## config.mk

```make
export PLATFORM = sky130hd
export DESIGN_NAME = alu_issue_sequencer_flat
export DESIGN_NICKNAME = d
export VERILOG_FILES = /design/src/rtl/alu_issue_sequencer.sv /design/src/rtl/alu_issue_sequencer_if.sv /design/src/flat_wrapper.sv
export SDC_FILE = /design/constraint.sdc
export NUM_CORES = 1
export LEC_CHECK = 0
export ABC_CLOCK_PERIOD_IN_PS = 5200
export BUFFER_PORTS_ARGS = -buffer_cell sky130_fd_sc_hd__buf_2
export CAP_MARGIN = 25
export CORE_ASPECT_RATIO = 0.75
export CORE_MARGIN = 8
export CORE_UTILIZATION = 55
export CTS_BUF_LIST = sky130_fd_sc_hd__clkbuf_8
export DETAILED_ROUTE_END_ITERATION = 8
export PLACE_DENSITY = 0.76
export SLEW_MARGIN = 20
export SYNTH_ARGS = -nofsm -noshare
export SYNTH_HDL_FRONTEND = slang
export SYNTH_SLANG_ARGS = --single-unit
```

## constraint.sdc

```tcl
create_clock -name Clock -period 5.2 [get_ports Clock]
set_input_delay 0.26 -clock Clock [delete_from_list [all_inputs] [get_ports Clock]]
set_output_delay 0.26 -clock Clock [all_outputs]
set_load 0.05 [all_outputs]
```

## src/rtl/alu_issue_sequencer.sv

```systemverilog
// Four-state issue/writeback controller in front of the combinational ALU, with its own register file.
// Optional divide-by-zero trap enabled by defining DIV_ZERO_TRAP_EN.
package InstructionSetPkg;

   typedef enum logic [4:0] {
      OpNop  = 5'd0,
      OpMove = 5'd1,
      OpLil  = 5'd2,
      OpLih  = 5'd3,
      OpAdd  = 5'd4,
      OpAdc  = 5'd5,
      OpSub  = 5'd6,
      OpAnd  = 5'd7,
      OpOr   = 5'd8,
      OpXor  = 5'd9,
      OpDiv  = 5'd10,
      OpMod  = 5'd11
   } eOperation;

   typedef struct packed {
      logic Carry;
      logic Zero;
      logic Negative;
      logic Overflow;
   } sFlags;

endpackage

module alu_issue_sequencer
   import InstructionSetPkg::*;
#(
   parameter int DataWidth      = 16,
   parameter int ImmediateWidth = 8,
   parameter int NumRegs        = 8,
   parameter int InstrWidth     = 16
)(
   input  logic                         Clock,
   input  logic                         nReset,
   alu_issue_sequencer_if.master        aluBus,
   output logic                         Done,
   input  logic [$clog2(NumRegs)-1:0]   DbgAddr,
   output logic [DataWidth-1:0]         DbgData,
   output sFlags                        FlagsOut
`ifdef DIV_ZERO_TRAP_EN
   ,
   output logic                         DivZeroErr
`endif
);

   localparam int IdxWidth    = $clog2(NumRegs);
   localparam int OpcodeWidth = $bits(eOperation);
   localparam int OpcodeLsb   = InstrWidth - OpcodeWidth;
   localparam int DestLsb     = OpcodeLsb - IdxWidth;
   localparam int SrcLsb      = DestLsb - IdxWidth;

   typedef enum logic [1:0] {
      IDLE      = 2'd0,
      READ      = 2'd1,
      EXECUTE   = 2'd2,
      WRITEBACK = 2'd3
   } seqState_t;

   seqState_t                 state;
   seqState_t                 nextState;

   logic [DataWidth-1:0]      regFile [NumRegs];
   sFlags                     flagReg;

   eOperation                 opReg;
   logic [IdxWidth-1:0]       destIdx;
   logic [IdxWidth-1:0]       srcIdx;
   logic [ImmediateWidth-1:0] immReg;

   logic [DataWidth-1:0]      srcOperand;
   logic [DataWidth-1:0]      destOperand;
   sFlags                     flagOperand;

   logic [DataWidth-1:0]      resultData;
   sFlags                     resultFlags;

   logic                      accept;
   logic                      latchOperands;
   logic                      captureResult;
   logic                      writeBack;

`ifdef DIV_ZERO_TRAP_EN
   logic                      trapHit;
   logic                      trapPending;
   logic                      divZeroErrReg;
`endif

   // State register; reset drops any in-flight instruction without a writeback
   always_ff @(posedge Clock or negedge nReset) begin
      if (!nReset) begin
         state <= IDLE;
      end else begin
         state <= nextState;
      end
   end

   // Next-state and per-state strobes
   always_comb begin
      nextState         = state;
      aluBus.InstrReady = 1'b0;
      Done              = 1'b0;
      accept            = 1'b0;
      latchOperands     = 1'b0;
      captureResult     = 1'b0;
      writeBack         = 1'b0;
`ifdef DIV_ZERO_TRAP_EN
      trapHit           = 1'b0;
`endif
      case (state)
         IDLE: begin
            aluBus.InstrReady = 1'b1;
            if (aluBus.InstrValid) begin
               accept    = 1'b1;
               nextState = READ;
            end
         end
         READ: begin
            latchOperands = 1'b1;
            nextState     = EXECUTE;
`ifdef DIV_ZERO_TRAP_EN
            if (((opReg == OpDiv) || (opReg == OpMod)) && (regFile[srcIdx] == '0)) begin
               trapHit   = 1'b1;
               nextState = WRITEBACK;
            end
`endif
         end
         EXECUTE: begin
            captureResult = 1'b1;
            nextState     = WRITEBACK;
         end
         WRITEBACK: begin
            Done      = 1'b1;
`ifdef DIV_ZERO_TRAP_EN
            writeBack = !trapPending;
`else
            writeBack = 1'b1;
`endif
            nextState = IDLE;
         end
         default: begin
            nextState = IDLE;
         end
      endcase
   end

   // Instruction fields are sampled only on an accepted handshake
   always_ff @(posedge Clock or negedge nReset) begin
      if (!nReset) begin
         opReg   <= eOperation'(0);
         destIdx <= '0;
         srcIdx  <= '0;
         immReg  <= '0;
      end else if (accept) begin
         opReg   <= eOperation'(aluBus.Instr[OpcodeLsb +: OpcodeWidth]);
         destIdx <= aluBus.Instr[DestLsb +: IdxWidth];
         srcIdx  <= aluBus.Instr[SrcLsb +: IdxWidth];
         immReg  <= aluBus.Instr[ImmediateWidth-1:0];
      end
   end

   always_ff @(posedge Clock or negedge nReset) begin
      if (!nReset) begin
         srcOperand  <= '0;
         destOperand <= '0;
         flagOperand <= '0;
      end else if (latchOperands) begin
         srcOperand  <= regFile[srcIdx];
         destOperand <= regFile[destIdx];
         flagOperand <= flagReg;
      end
   end

   // ALU outputs have settled through EXECUTE and are frozen here for writeback
   always_ff @(posedge Clock or negedge nReset) begin
      if (!nReset) begin
         resultData  <= '0;
         resultFlags <= '0;
      end else if (captureResult) begin
         resultData  <= aluBus.AluOutDest;
         resultFlags <= aluBus.AluOutFlags;
      end
   end

   always_ff @(posedge Clock or negedge nReset) begin
      if (!nReset) begin
         for (int i = 0; i < NumRegs; i++) begin
            regFile[i] <= '0;
         end
         flagReg <= '0;
      end else if (writeBack) begin
         regFile[destIdx] <= resultData;
         flagReg          <= resultFlags;
      end
   end

`ifdef DIV_ZERO_TRAP_EN
   // trapPending suppresses the current writeback; divZeroErrReg is sticky until reset
   always_ff @(posedge Clock or negedge nReset) begin
      if (!nReset) begin
         trapPending   <= 1'b0;
         divZeroErrReg <= 1'b0;
      end else begin
         if (accept) begin
            trapPending <= 1'b0;
         end else if (trapHit) begin
            trapPending <= 1'b1;
         end
         if (trapHit) begin
            divZeroErrReg <= 1'b1;
         end
      end
   end

   assign DivZeroErr = divZeroErrReg;
`endif

   assign aluBus.AluOperation = opReg;
   assign aluBus.AluInImm     = immReg;
   assign aluBus.AluInSrc     = srcOperand;
   assign aluBus.AluInDest    = destOperand;
   assign aluBus.AluInFlags   = flagOperand;

   assign DbgData  = regFile[DbgAddr];
   assign FlagsOut = flagReg;

endmodule

```

## src/rtl/alu_issue_sequencer_if.sv

```systemverilog
// Instruction handshake plus the operand/result bus between the issue sequencer and the ALU.
// Operation and flag types are parameters so the instantiating scope supplies the ISA types.
interface alu_issue_sequencer_if #(
   parameter int  DataWidth      = 16,
   parameter int  ImmediateWidth = 8,
   parameter int  InstrWidth     = 16,
   parameter type opT            = logic [4:0],
   parameter type flagsT         = logic [3:0]
);

   logic                      InstrValid;
   logic                      InstrReady;
   logic [InstrWidth-1:0]     Instr;

   opT                        AluOperation;
   flagsT                     AluInFlags;
   logic [ImmediateWidth-1:0] AluInImm;
   logic [DataWidth-1:0]      AluInSrc;
   logic [DataWidth-1:0]      AluInDest;
   flagsT                     AluOutFlags;
   logic [DataWidth-1:0]      AluOutDest;

   modport master (
      input  InstrValid, Instr, AluOutFlags, AluOutDest,
      output InstrReady, AluOperation, AluInFlags, AluInImm, AluInSrc, AluInDest
   );

   modport slave (
      output InstrValid, Instr, AluOutFlags, AluOutDest,
      input  InstrReady, AluOperation, AluInFlags, AluInImm, AluInSrc, AluInDest
   );

endinterface

```

## src/flat_wrapper.sv

```systemverilog
// flat-port wrapper written by rule: the top's interface ports become plain ports
module alu_issue_sequencer_flat import InstructionSetPkg::*;
#(
   parameter int DataWidth      = 16,
   parameter int ImmediateWidth = 8,
   parameter int NumRegs        = 8,
   parameter int InstrWidth     = 16
)
  (Clock, nReset, Done, DbgAddr, DbgData, FlagsOut, aluBus_InstrValid, aluBus_Instr, aluBus_AluOutFlags, aluBus_AluOutDest, aluBus_InstrReady, aluBus_AluOperation, aluBus_AluInFlags, aluBus_AluInImm, aluBus_AluInSrc, aluBus_AluInDest);
  alu_issue_sequencer_if #(.opT(eOperation), .flagsT(sFlags), .DataWidth(DataWidth), .ImmediateWidth(ImmediateWidth), .InstrWidth(InstrWidth)) aluBus_i ();
  input  logic Clock;
  input  logic nReset;
  output logic Done;
  input  logic [$clog2(NumRegs)-1:0] DbgAddr;
  output logic [DataWidth-1:0] DbgData;
  output sFlags FlagsOut;
  input wire logic [$bits(aluBus_i.InstrValid)-1:0] aluBus_InstrValid;
  input wire logic [$bits(aluBus_i.Instr)-1:0] aluBus_Instr;
  input wire logic [$bits(aluBus_i.AluOutFlags)-1:0] aluBus_AluOutFlags;
  input wire logic [$bits(aluBus_i.AluOutDest)-1:0] aluBus_AluOutDest;
  output wire logic [$bits(aluBus_i.InstrReady)-1:0] aluBus_InstrReady;
  output wire logic [$bits(aluBus_i.AluOperation)-1:0] aluBus_AluOperation;
  output wire logic [$bits(aluBus_i.AluInFlags)-1:0] aluBus_AluInFlags;
  output wire logic [$bits(aluBus_i.AluInImm)-1:0] aluBus_AluInImm;
  output wire logic [$bits(aluBus_i.AluInSrc)-1:0] aluBus_AluInSrc;
  output wire logic [$bits(aluBus_i.AluInDest)-1:0] aluBus_AluInDest;
  assign aluBus_i.InstrValid = aluBus_InstrValid;
  assign aluBus_i.Instr = aluBus_Instr;
  assign aluBus_i.AluOutFlags = aluBus_AluOutFlags;
  assign aluBus_i.AluOutDest = aluBus_AluOutDest;
  assign aluBus_InstrReady = aluBus_i.InstrReady;
  assign aluBus_AluOperation = aluBus_i.AluOperation;
  assign aluBus_AluInFlags = aluBus_i.AluInFlags;
  assign aluBus_AluInImm = aluBus_i.AluInImm;
  assign aluBus_AluInSrc = aluBus_i.AluInSrc;
  assign aluBus_AluInDest = aluBus_i.AluInDest;
  alu_issue_sequencer #(.DataWidth(DataWidth), .ImmediateWidth(ImmediateWidth), .NumRegs(NumRegs), .InstrWidth(InstrWidth)) u_core (.Clock(Clock), .nReset(nReset), .aluBus(aluBus_i), .Done(Done), .DbgAddr(DbgAddr), .DbgData(DbgData), .FlagsOut(FlagsOut));
endmodule
```

==> impl_metrics.env, run 1 <==
export IMPL_arrival_ns=3.05
export IMPL_worst_setup_path_end_kind="register"
export IMPL_maxCapViolCount=0
export IMPL_synth_net_count=818
export IMPL_period_needed_ns=2.66
export IMPL_worstSetupPathType="register to register"
export IMPL_yosys_area_share_simple_pct=3.56
export IMPL_die_area_um2=24700
export IMPL_clk_pin_slew_ns=0.06
export IMPL_ys_seq_area_share_pct=47.1
export IMPL_hold_slack_ns=0.213
export IMPL_relSlewSlack_pct=25.4
export IMPL_grt_pass1_vias=7690
export IMPL_skew_ns=0.0253
export IMPL_core_region_area_um2=19400
export IMPL_timing_fmax_mhz=375
export IMPL_timing_final_hold_violations=0
export IMPL_gp_congestion=0.779
export IMPL_setup_violations_final=0
export IMPL_groute_usage_overall_pct=22.2
export IMPL_hpwl_um=16700
export IMPL_firstDrtPassIters=5
export IMPL_grt_pass1_wl_um=43500
export IMPL_synth_compound_area_share_pct=5.58
export IMPL_grt_max_degree=124
export IMPL_crit_required_ns=5.58
export IMPL_outcome="finished, final reports clean"
export IMPL_cts_tree="built"
export IMPL_netlist_instances=772
export IMPL_start_util_pct=56.3
export IMPL_vias=7438
export IMPL_syn_area_um2=10900
export IMPL_drt_wirelength_per_cell_um=23.1
export IMPL_rows=44
export IMPL_postPlaceCellArea_um2=11500
export IMPL_synth_distinct_cells=39
export IMPL_power_density_nw_per_um2=731
export IMPL_ctsResizeCount=0
export IMPL_fin_nets=962
export IMPL_cts_root_buffer="clkbuf_8"
export IMPL_p_total_w=0.00932
export IMPL_synth_fa_ha_area_share_pct=0.457
export IMPL_ios=113
export IMPL_synth_top_family_by_area="multiplexers"
export IMPL_leakagePower_nw=5.93
export IMPL_fin_tns_setup_ns=0
export IMPL_synthToLayoutAreaGrowth_pct=16.5
export IMPL_synth_ff_latch_count=206
export IMPL_cp_max_fo=16
export IMPL_numCtsBuffers=35
export IMPL_post_route_drc_count=0
export IMPL_drt_iter0_drc=647
export IMPL_htree_levels=2
export IMPL_ant_nets=0
export IMPL_hold_path_class="input port to async pin"
export IMPL_routed_via_density=6.23
export IMPL_start_kind="register"
export IMPL_n_fill_cell=1447
export IMPL_drt_total_wl_um=27500
export IMPL_synth_enable_flop_cells=0
export IMPL_clock_sinks=206
export IMPL_synth_flop_cell="dfrtp_1"
export IMPL_period_share_pct=51.2
export IMPL_synth_mux_area_share_pct=39.1
export IMPL_antenna_found_initial=0
export IMPL_drive_gt1_share_pct=40.0
export IMPL_die_x_um=179
export IMPL_portBuffers=112
export IMPL_syn_area_per_cell_um2=14.2
export IMPL_diodes=0
export IMPL_utilization_pct=65.6
export IMPL_final_area_um2=12700
export IMPL_async_flop_share_pct=100
export IMPL_gr_total_overflow=0
export IMPL_die_y_um=138
export IMPL_peakVddDrop_uv=581
export IMPL_slew_violations=0
export IMPL_tightest_slew_ns=1.12
export IMPL_rsz0062_at_grt="false"
export IMPL_insertion_delay_ns=0.52
export IMPL_synth_xor_xnor_area_share_pct=0
export IMPL_clock_path_buffers=3
export IMPL_yosysWarnings=0
==> logic make-up (layout without fill, tap and decap cells) <==
group | count (synthesis) | after routing
simple gates | 55 | 55
flops | 206 | 206
mux | 331 | 331
fa+ha+maj | 4 | 4
buf+inv | 76 | 244
compound gates | 100 | 100
==> sequential cells by signal, indices dropped and copies added (netlist names) <==
register                    cells
u_core.srcIdx                   1
u_core.aluBus.AluOperation      5
u_core.aluBus.AluInDest        16
u_core.state                    2
u_core.FlagsOut                 4
u_core.destIdx                  3
u_core.resultFlags              4
u_core.aluBus.AluInImm          7
u_core.aluBus.AluInSrc         16
u_core.resultData              16
u_core.aluBus.AluInFlags        4
u_core.regFile                128
==> placed cells by master, fill, tap and decap left out, types with 2 or more instances in the layout <==
master	n
buf_2	111
nand2_1	4
dfrtp_4	2
clkbuf_8	50
mux2i_1	95
a22oi_1	32
nor3_4	2
mux2_4	10
nand3_1	17
and3_1	2
nand4_4	2
mux2_2	154
o21ai_1	3
inv_1	28
o22ai_1	15
mux4_2	20
buf_6	3
dfrtp_1	204
nor2_1	18
a21oi_1	31
buf_4	7
nand4b_4	2
clkinv_2	3
dlygate4sd3_1	38
ha_1	3
buf_16	2
mux4_1	27
nor3b_4	2
mux2_1	25
o21ai_0	15
==> synth_stat cells (10+ instances only) <==
master      n  area (um^2)
clkbuf_1   14         52.6
inv_1      19         71.3
dfrtp_1   206         5150
mux2_1     25          282
mux4_2     20          450
buf_4      10         75.1
mux2_2    154         1730
mux2_4     10          150
nand3_1    17         85.1
a22oi_1    32          240
o22ai_1    15         93.8
nor2_1     19         71.3
o21ai_0    15         75.1
mux2i_1    95          951
buf_2      14         70.1
mux4_1     27          709
a21oi_1    31          155
==> critical path: stages (launching register included) <==
cell,delay (ns)
dfrtp_1,0.39
ha_1,0.73
nand2_1,0.20
nor3_4,0.79
mux2_2,0.41
==> layout make-up <==
cell class | count | area (um^2) | share of cell area, %
clock inverter | 12 | 73.8 | 0.579
inverter | 20 | 76.3 | 0.599
clock buffer | 49 | 674 | 5.29
tap | 253 | 317 | 2.48
multi-input combinational | 490 | 5330 | 41.8
sequential | 206 | 5160 | 40.5
timing repair buffer | 163 | 1110 | 8.72
==> where the power goes <==
group / total, W / switching, W / internal [W]
clock network: 0.00152 / 0.000641 / 0.000881
registers: 0.00331 / 0.000927 / 0.00239
logic: 0.00448 / 0.00256 / 0.00192
total: 0.00932 / 0.00413 / 0.00519
==> routing by layer <==
layer  share of wire (%)  vias to the layer above  GRT usage, %
met5                   0                        -             0
met4                 2.1                        0          5.38
met3                 7.5                       57          4.95
met2                  45                      300          33.3
met1                  46                     3843          32.2
li1                    -                     3238             -
==> path summary, 6_finish.rpt <==
path                                                              to  slack, ns  cells after the start                                      start
max in group asynchronous             u_core.regFile[82]$_DFFE_PN0P_       3.58                      4                                     nReset
min in group Clock         u_core.aluBus.AluOperation[0]$_DFFE_PN0P_       0.50                      1  u_core.aluBus.AluOperation[0]$_DFFE_PN0P_
min                            u_core.aluBus.AluInSrc[4]$_DFFE_PN0N_       0.21                      2                                     nReset
max reg2reg                           u_core.regFile[83]$_DFFE_PN0P_       2.54                      4                u_core.state[0]$_DFFE_PN0P_
max                                   u_core.regFile[83]$_DFFE_PN0P_       2.54                      4                u_core.state[0]$_DFFE_PN0P_
min reg2reg                u_core.aluBus.AluOperation[0]$_DFFE_PN0P_       0.50                      1  u_core.aluBus.AluOperation[0]$_DFFE_PN0P_
==> timing repair <==
| action | 4_1_cts | 5_1_grt |
|---|---|---|
| hold buffers | 38 | 0 |
| buffers inserted | 0 | 0 |
| hold endpoints to repair | 158 | 0 |
==> stage by stage <==
stage | instances | setup WS [ns]
6_report | 1193 | 2.54
5_1_grt | 1193 | 2.38
4_1_cts | 1189 | 2.37
3_5_place_dp | 1090 | 2.37
3_3_place_gp | 1088 | 2.49
2_1_floorplan | 772 | 3.02
Power figures use the tool's default switching activity.
==> inputs of run 2 (changes only) <==
--- a/config.mk
+++ b/config.mk
@@ -5,7 +5,7 @@
 export SDC_FILE = /design/constraint.sdc
 export NUM_CORES = 1
 export LEC_CHECK = 0
-export ABC_CLOCK_PERIOD_IN_PS = 5200
+export ABC_CLOCK_PERIOD_IN_PS = 2300
 export BUFFER_PORTS_ARGS = -buffer_cell sky130_fd_sc_hd__buf_2
 export CAP_MARGIN = 25
 export CORE_ASPECT_RATIO = 0.75
@@ -13,7 +13,7 @@
 export CORE_UTILIZATION = 55
 export CTS_BUF_LIST = sky130_fd_sc_hd__clkbuf_8
 export DETAILED_ROUTE_END_ITERATION = 8
-export PLACE_DENSITY = 0.76
+export PLACE_DENSITY = 0.79
 export SLEW_MARGIN = 20
 export SYNTH_ARGS = -nofsm -noshare
 export SYNTH_HDL_FRONTEND = slang
==> constraint.sdc (replaced) <==
create_clock -name Clock -period 2.3 [get_ports Clock]
set_input_delay 0.115 -clock Clock [delete_from_list [all_inputs] [get_ports Clock]]
set_output_delay 0.115 -clock Clock [all_outputs]
set_load 0.05 [all_outputs]
==> impl_metrics.env, run 2 (synthesized netlist as in run 1, its figures left out) <==
export IMPL_drt_iter0_drc=669
export IMPL_fin_tns_setup_ns=0
export IMPL_die_y_um=138
export IMPL_diodes=0
export IMPL_die_area_um2=24700
export IMPL_timing_fmax_mhz=479
export IMPL_hold_buffers=38
export IMPL_post_route_drc_count=0
export IMPL_postPlaceCellArea_um2=11900
export IMPL_met3_length_um=2790
export IMPL_grt_max_degree=61
export IMPL_timing_final_hold_violations=0
export IMPL_grt_pass1_wl_um=45500
export IMPL_outcome="finished, final reports clean"
export IMPL_cts_setup_buffers=0
export IMPL_drt_wirelength_per_cell_um=23.8
export IMPL_vias=7591
export IMPL_wl_met2_um=13400
export IMPL_fin_nets=989
export IMPL_hold_path_class="input port to async pin"
export IMPL_insertion_delay_ns=0.52
export IMPL_power_density_nw_per_um2=1640
export IMPL_worst_setup_path_end_kind="primary output"
export IMPL_period_share_pct=90.7
export IMPL_groute_usage_overall_pct=23.3
export IMPL_gp_congestion=0.813
export IMPL_largest_reg_flops=128
export IMPL_clock_sinks=206
export IMPL_setup_violations_final=0
export IMPL_crit_required_ns=2.18
export IMPL_m1WireLength_um=12300
export IMPL_clock_path_buffers=3
export IMPL_place_inst=1121
export IMPL_synthToLayoutAreaGrowth_pct=17.6
export IMPL_dr_max_layer_used="met4"
export IMPL_routed_via_density=6.25
export IMPL_relSlewSlack_pct=59.2
export IMPL_final_area_um2=12900
export IMPL_start_util_pct=56.3
export IMPL_worstSetupPathType="register to primary output"
export IMPL_cts_root_buffer="clkbuf_8"
export IMPL_final_cell_count_no_fill=1215
export IMPL_regMostFlops="u_core.regFile"
export IMPL_start_kind="register"
export IMPL_hpwl_um=17700
export IMPL_skew_ns=0.0111
export IMPL_portBuffers=112
export IMPL_ant_nets=0
export IMPL_hold_slack_ns=0.144
export IMPL_die_x_um=179
export IMPL_arrival_ns=1.97
export IMPL_final_cell_mix="dfrtp_1 (204), mux2_2 (154), buf_2 (111)"
export IMPL_grt_pass1_vias=7910
export IMPL_rows=44
export IMPL_cts_tree="built"
export IMPL_clk_pin_slew_ns=0.05
export IMPL_gr_total_overflow=0
export IMPL_maxCapViolCount=0
export IMPL_leakagePower_nw=6.02
export IMPL_drt_total_wl_um=28900
export IMPL_p_total_w=0.0211
export IMPL_ios=113
export IMPL_drive_gt1_share_pct=40.6
export IMPL_period_needed_ns=2.09
export IMPL_ctsResizeCount=0
export IMPL_numCtsBuffers=35
export IMPL_rsz0062_at_grt="false"
export IMPL_firstDrtPassIters=5
export IMPL_cp_max_fo=4
export IMPL_core_region_area_um2=19400
export IMPL_htree_levels=2
export IMPL_peakVddDrop_uv=1110
export IMPL_tightest_slew_ns=0.611
export IMPL_final_common_cell="dfrtp_1"
export IMPL_slew_violations=0
export IMPL_antenna_found_initial=0
[run 2: cell count changes in the layout (fill, tap and decap cells not counted), sizes merged]
cell and delta:
buf +27, inv +5, bufinv -1, clkbuf -9
clkinv -1, clkinvlp +1
[run 2: critical path, stage by stage, from the launching register on]
cell,delay [ns]
dfrtp_1,0.42
mux4_1,0.54
mux2_2,0.28
buf_2,0.21
[run 2: layout make-up]
class	instances	area, um^2
clock buffers	40	551
clock inverters	16	65.1
fillers	1421	6560
inverters	20	76.3
multi-input cells	490	5330
flip-flops and latches	206	5160
well taps	253	317
repair buffers	190	1380
[run 2: routing by layer]
metal	vias up	GRT usage (%)
met5	-	0
met4	0	5.86
met3	45	6.94
met2	378	35.7
met1	3881	32.0
li1	3287	-
[run 2: path summary, 6_finish.rpt]
kind | from | to | slack, ns | cells past startpoint
worst max-delay path | u_core.regFile[100]$_DFFE_PN0P_ | DbgData[4] | 0.21 | 3
worst min register to register | u_core.aluBus.AluInFlags[3]$_DFFE_PN0N_ | u_core.aluBus.AluInFlags[3]$_DFFE_PN0N_ | 0.51 | 1
min in group Clock | aluBus_AluOutDest[5] | u_core.resultData[5]$_DFFE_PN0N_ | 0.36 | 3
worst max register to register | u_core.destIdx[0]$_DFFE_PN0P_ | u_core.regFile[76]$_DFFE_PN0P_ | 0.36 | 3
max in group asynchronous | nReset | u_core.aluBus.AluInImm[5]$_DFFE_PN0P_ | 1.35 | 3
worst min-delay path | nReset | u_core.resultData[3]$_DFFE_PN0N_ | 0.14 | 2
[run 2: power breakdown]
| group | leakage [nW] | internal (W) | switching, W |
|---|---|---|---|
| Clock | 0.366 | 0.00157 | 0.00141 |
| Combinational | 3.12 | 0.00465 | 0.00603 |
| Sequential | 2.53 | 0.00540 | 0.00204 |
[run 2: through the flow]
step                worst slack, ns  utilization (%)
floorplan                     0.125                -
global placement              0.418             61.1
detailed placement            0.379             61.1
CTS                           0.194             66.3
global route                  0.167             66.3
finish                        0.213             66.3
==> inputs of run 3 (changes only) <==
--- a/config.mk
+++ b/config.mk
@@ -13,7 +13,7 @@
 export CORE_UTILIZATION = 55
 export CTS_BUF_LIST = sky130_fd_sc_hd__clkbuf_8
 export DETAILED_ROUTE_END_ITERATION = 8
-export PLACE_DENSITY = 0.79
+export PLACE_DENSITY = 0.78
 export SLEW_MARGIN = 20
 export SYNTH_ARGS = -nofsm -noshare
 export SYNTH_HDL_FRONTEND = slang
==> impl_metrics.env, run 3 (synthesized netlist as in run 1, its figures left out) <==
export IMPL_timing_fmax_mhz=464
export IMPL_core_region_area_um2=19400
export IMPL_slew_violations=0
export IMPL_largest_reg_flops=128
export IMPL_grt_pass1_wl_um=44600
export IMPL_diodes=0
export IMPL_cts_tree="built"
export IMPL_p_total_w=0.0209
export IMPL_numCtsBuffers=31
export IMPL_grt_max_degree=59
export IMPL_gp_congestion=0.830
export IMPL_final_cell_mix="dfrtp_1 (204), mux2_2 (154), buf_2 (111)"
export IMPL_relSlewSlack_pct=60.7
export IMPL_ctsResizeCount=0
export IMPL_timing_final_hold_violations=0
export IMPL_crit_required_ns=2.18
export IMPL_fin_tns_setup_ns=0
export IMPL_path_cells="mux4_1 -> mux2_2 -> buf_2"
export IMPL_die_y_um=138
export IMPL_clk_pin_slew_ns=0.06
export IMPL_die_x_um=179
export IMPL_drt_wirelength_per_cell_um=23.1
export IMPL_rsz0062_at_grt="false"
export IMPL_cp_max_fo=4
export IMPL_insertion_delay_ns=0.58
export IMPL_power_density_nw_per_um2=1630
export IMPL_clock_path_buffers=3
export IMPL_cts_root_buffer="clkbuf_8"
export IMPL_multi_input_area_um2=5330
export IMPL_leakagePower_nw=6.02
export IMPL_start_util_pct=56.3
export IMPL_drt_total_wl_um=28000
export IMPL_ios=113
export IMPL_regMostFlops="u_core.regFile"
export IMPL_drive_gt1_share_pct=41.0
export IMPL_final_common_cell="dfrtp_1"
export IMPL_ant_nets=0
export IMPL_cp_slowest_cell="mux4_1"
export IMPL_hpwl_um=17900
export IMPL_portBuffers=112
export IMPL_antenna_found_initial=0
export IMPL_period_needed_ns=2.16
export IMPL_htree_levels=1
export IMPL_post_route_drc_count=0
export IMPL_r2r_end="u_core.regFile[4]$_DFFE_PN0P_"
export IMPL_outcome="finished, final reports clean"
export IMPL_clock_sinks=206
export IMPL_tightest_slew_ns=0.589
export IMPL_start_kind="register"
export IMPL_firstDrtPassIters=5
export IMPL_hold_path_class="input port to async pin"
export IMPL_n_fill_cell=1421
export IMPL_synthToLayoutAreaGrowth_pct=17.6
export IMPL_drt_iter0_drc=648
export IMPL_setup_violations_final=0
export IMPL_gr_total_overflow=0
export IMPL_regToRegSetupSlack_ns=0.33
export IMPL_die_area_um2=24700
export IMPL_cp_slowest_stage_delay_ns=0.52
export IMPL_maxCapViolCount=0
export IMPL_r2r_start="u_core.state[0]$_DFFE_PN0P_"
export IMPL_worstSetupPathType="register to primary output"
export IMPL_period_share_pct=93.8
export IMPL_arrival_ns=2.04
export IMPL_fin_nets=986
export IMPL_worst_setup_path_end_kind="primary output"
export IMPL_vias=7501
export IMPL_cp_startpoint="u_core.regFile[126]$_DFFE_PN0P_"
export IMPL_seq_area_um2=5160
export IMPL_grt_pass1_vias=7815
export IMPL_routed_via_density=6.17
export IMPL_rows=44
export IMPL_groute_usage_overall_pct=22.7
export IMPL_peakVddDrop_uv=1130
export IMPL_rr_worst_depth=4
export IMPL_skew_ns=0.0238
-- run 3: changes by cell type in the layout (fill, tap and decap cells not counted), sizes merged --
cell	previous run	this run
buf	151	152
clkbuf	41	39
clkinv	2	7
inv	33	30
-- run 3: critical path, delay by kind of cell (launching register included) --
| kind | cells | cell delay, ns |
|---|---|---|
| multiplexers | 2 | 0.81 |
| flip-flops | 1 | 0.43 |
| buffers and inverters | 1 | 0.22 |
-- run 3: worst max path at each step --
| stage | endpoint | slack (ns) | cells past startpoint |
|---|---|---|---|
| floorplan | u_core.regFile[53]$_DFFE_PN0P_ | 0.12 | 6 |
| global placement | u_core.regFile[4]$_DFFE_PN0P_ | 0.41 | 4 |
| detailed placement | u_core.regFile[15]$_DFFE_PN0P_ | 0.35 | 4 |
| CTS | DbgData[14] | 0.13 | 3 |
| global route | DbgData[14] | 0.07 | 3 |
| finish | DbgData[14] | 0.14 | 3 |
-- run 3: power breakdown --
part	internal (W)	switching, W	leakage, nW	total, W
registers	0.00540	0.00201	2.53	0.00740
logic	0.00465	0.00597	3.13	0.0106
clock network	0.00149	0.00143	0.356	0.00292
total	0.0115	0.00941	6.02	0.0209
-- run 3: what timing repair did --
| action | 4_1_cts | 5_1_grt |
|---|---|---|
| hold buffers | 38 | 0 |
| setup buffers | 0 | 0 |
| hold endpoints to repair | 219 | 0 |
-- run 3: layout make-up --
class | count | share of cell area, %
Clock inverter | 18 | 0.642
Timing Repair Buffer | 191 | 10.7
Clock buffer | 38 | 4.06
Tap cell | 253 | 2.46
Multi-Input combinational cell | 490 | 41.4
Inverter | 20 | 0.593
Sequential cell | 206 | 40.1
-- run 3: metrics by stage --
stage	utilization (%)	setup slack (ns)	instance area, um^2	hold WS, ns	std cells
after floorplan	-	0.125	10900	-0.181	772
after global placement	61.2	0.408	11900	0.126	1122
after detailed placement	61.2	0.347	11900	0.123	1122
after CTS	66.2	0.132	12900	0.108	1216
after global routing	66.2	0.0672	12900	0.132	1216
final	66.2	0.143	12900	0.0965	1216
-- run 3: routing by layer --
metal  vias to the layer above  global-route usage, %  share of wire (%)
li1                       3285                      -                  -
met1                      3836                   32.4                 44
met2                       320                   34.4                 46
met3                        60                   5.61                8.7
met4                         0                   5.47                2.1
met5                         -                      0                  0
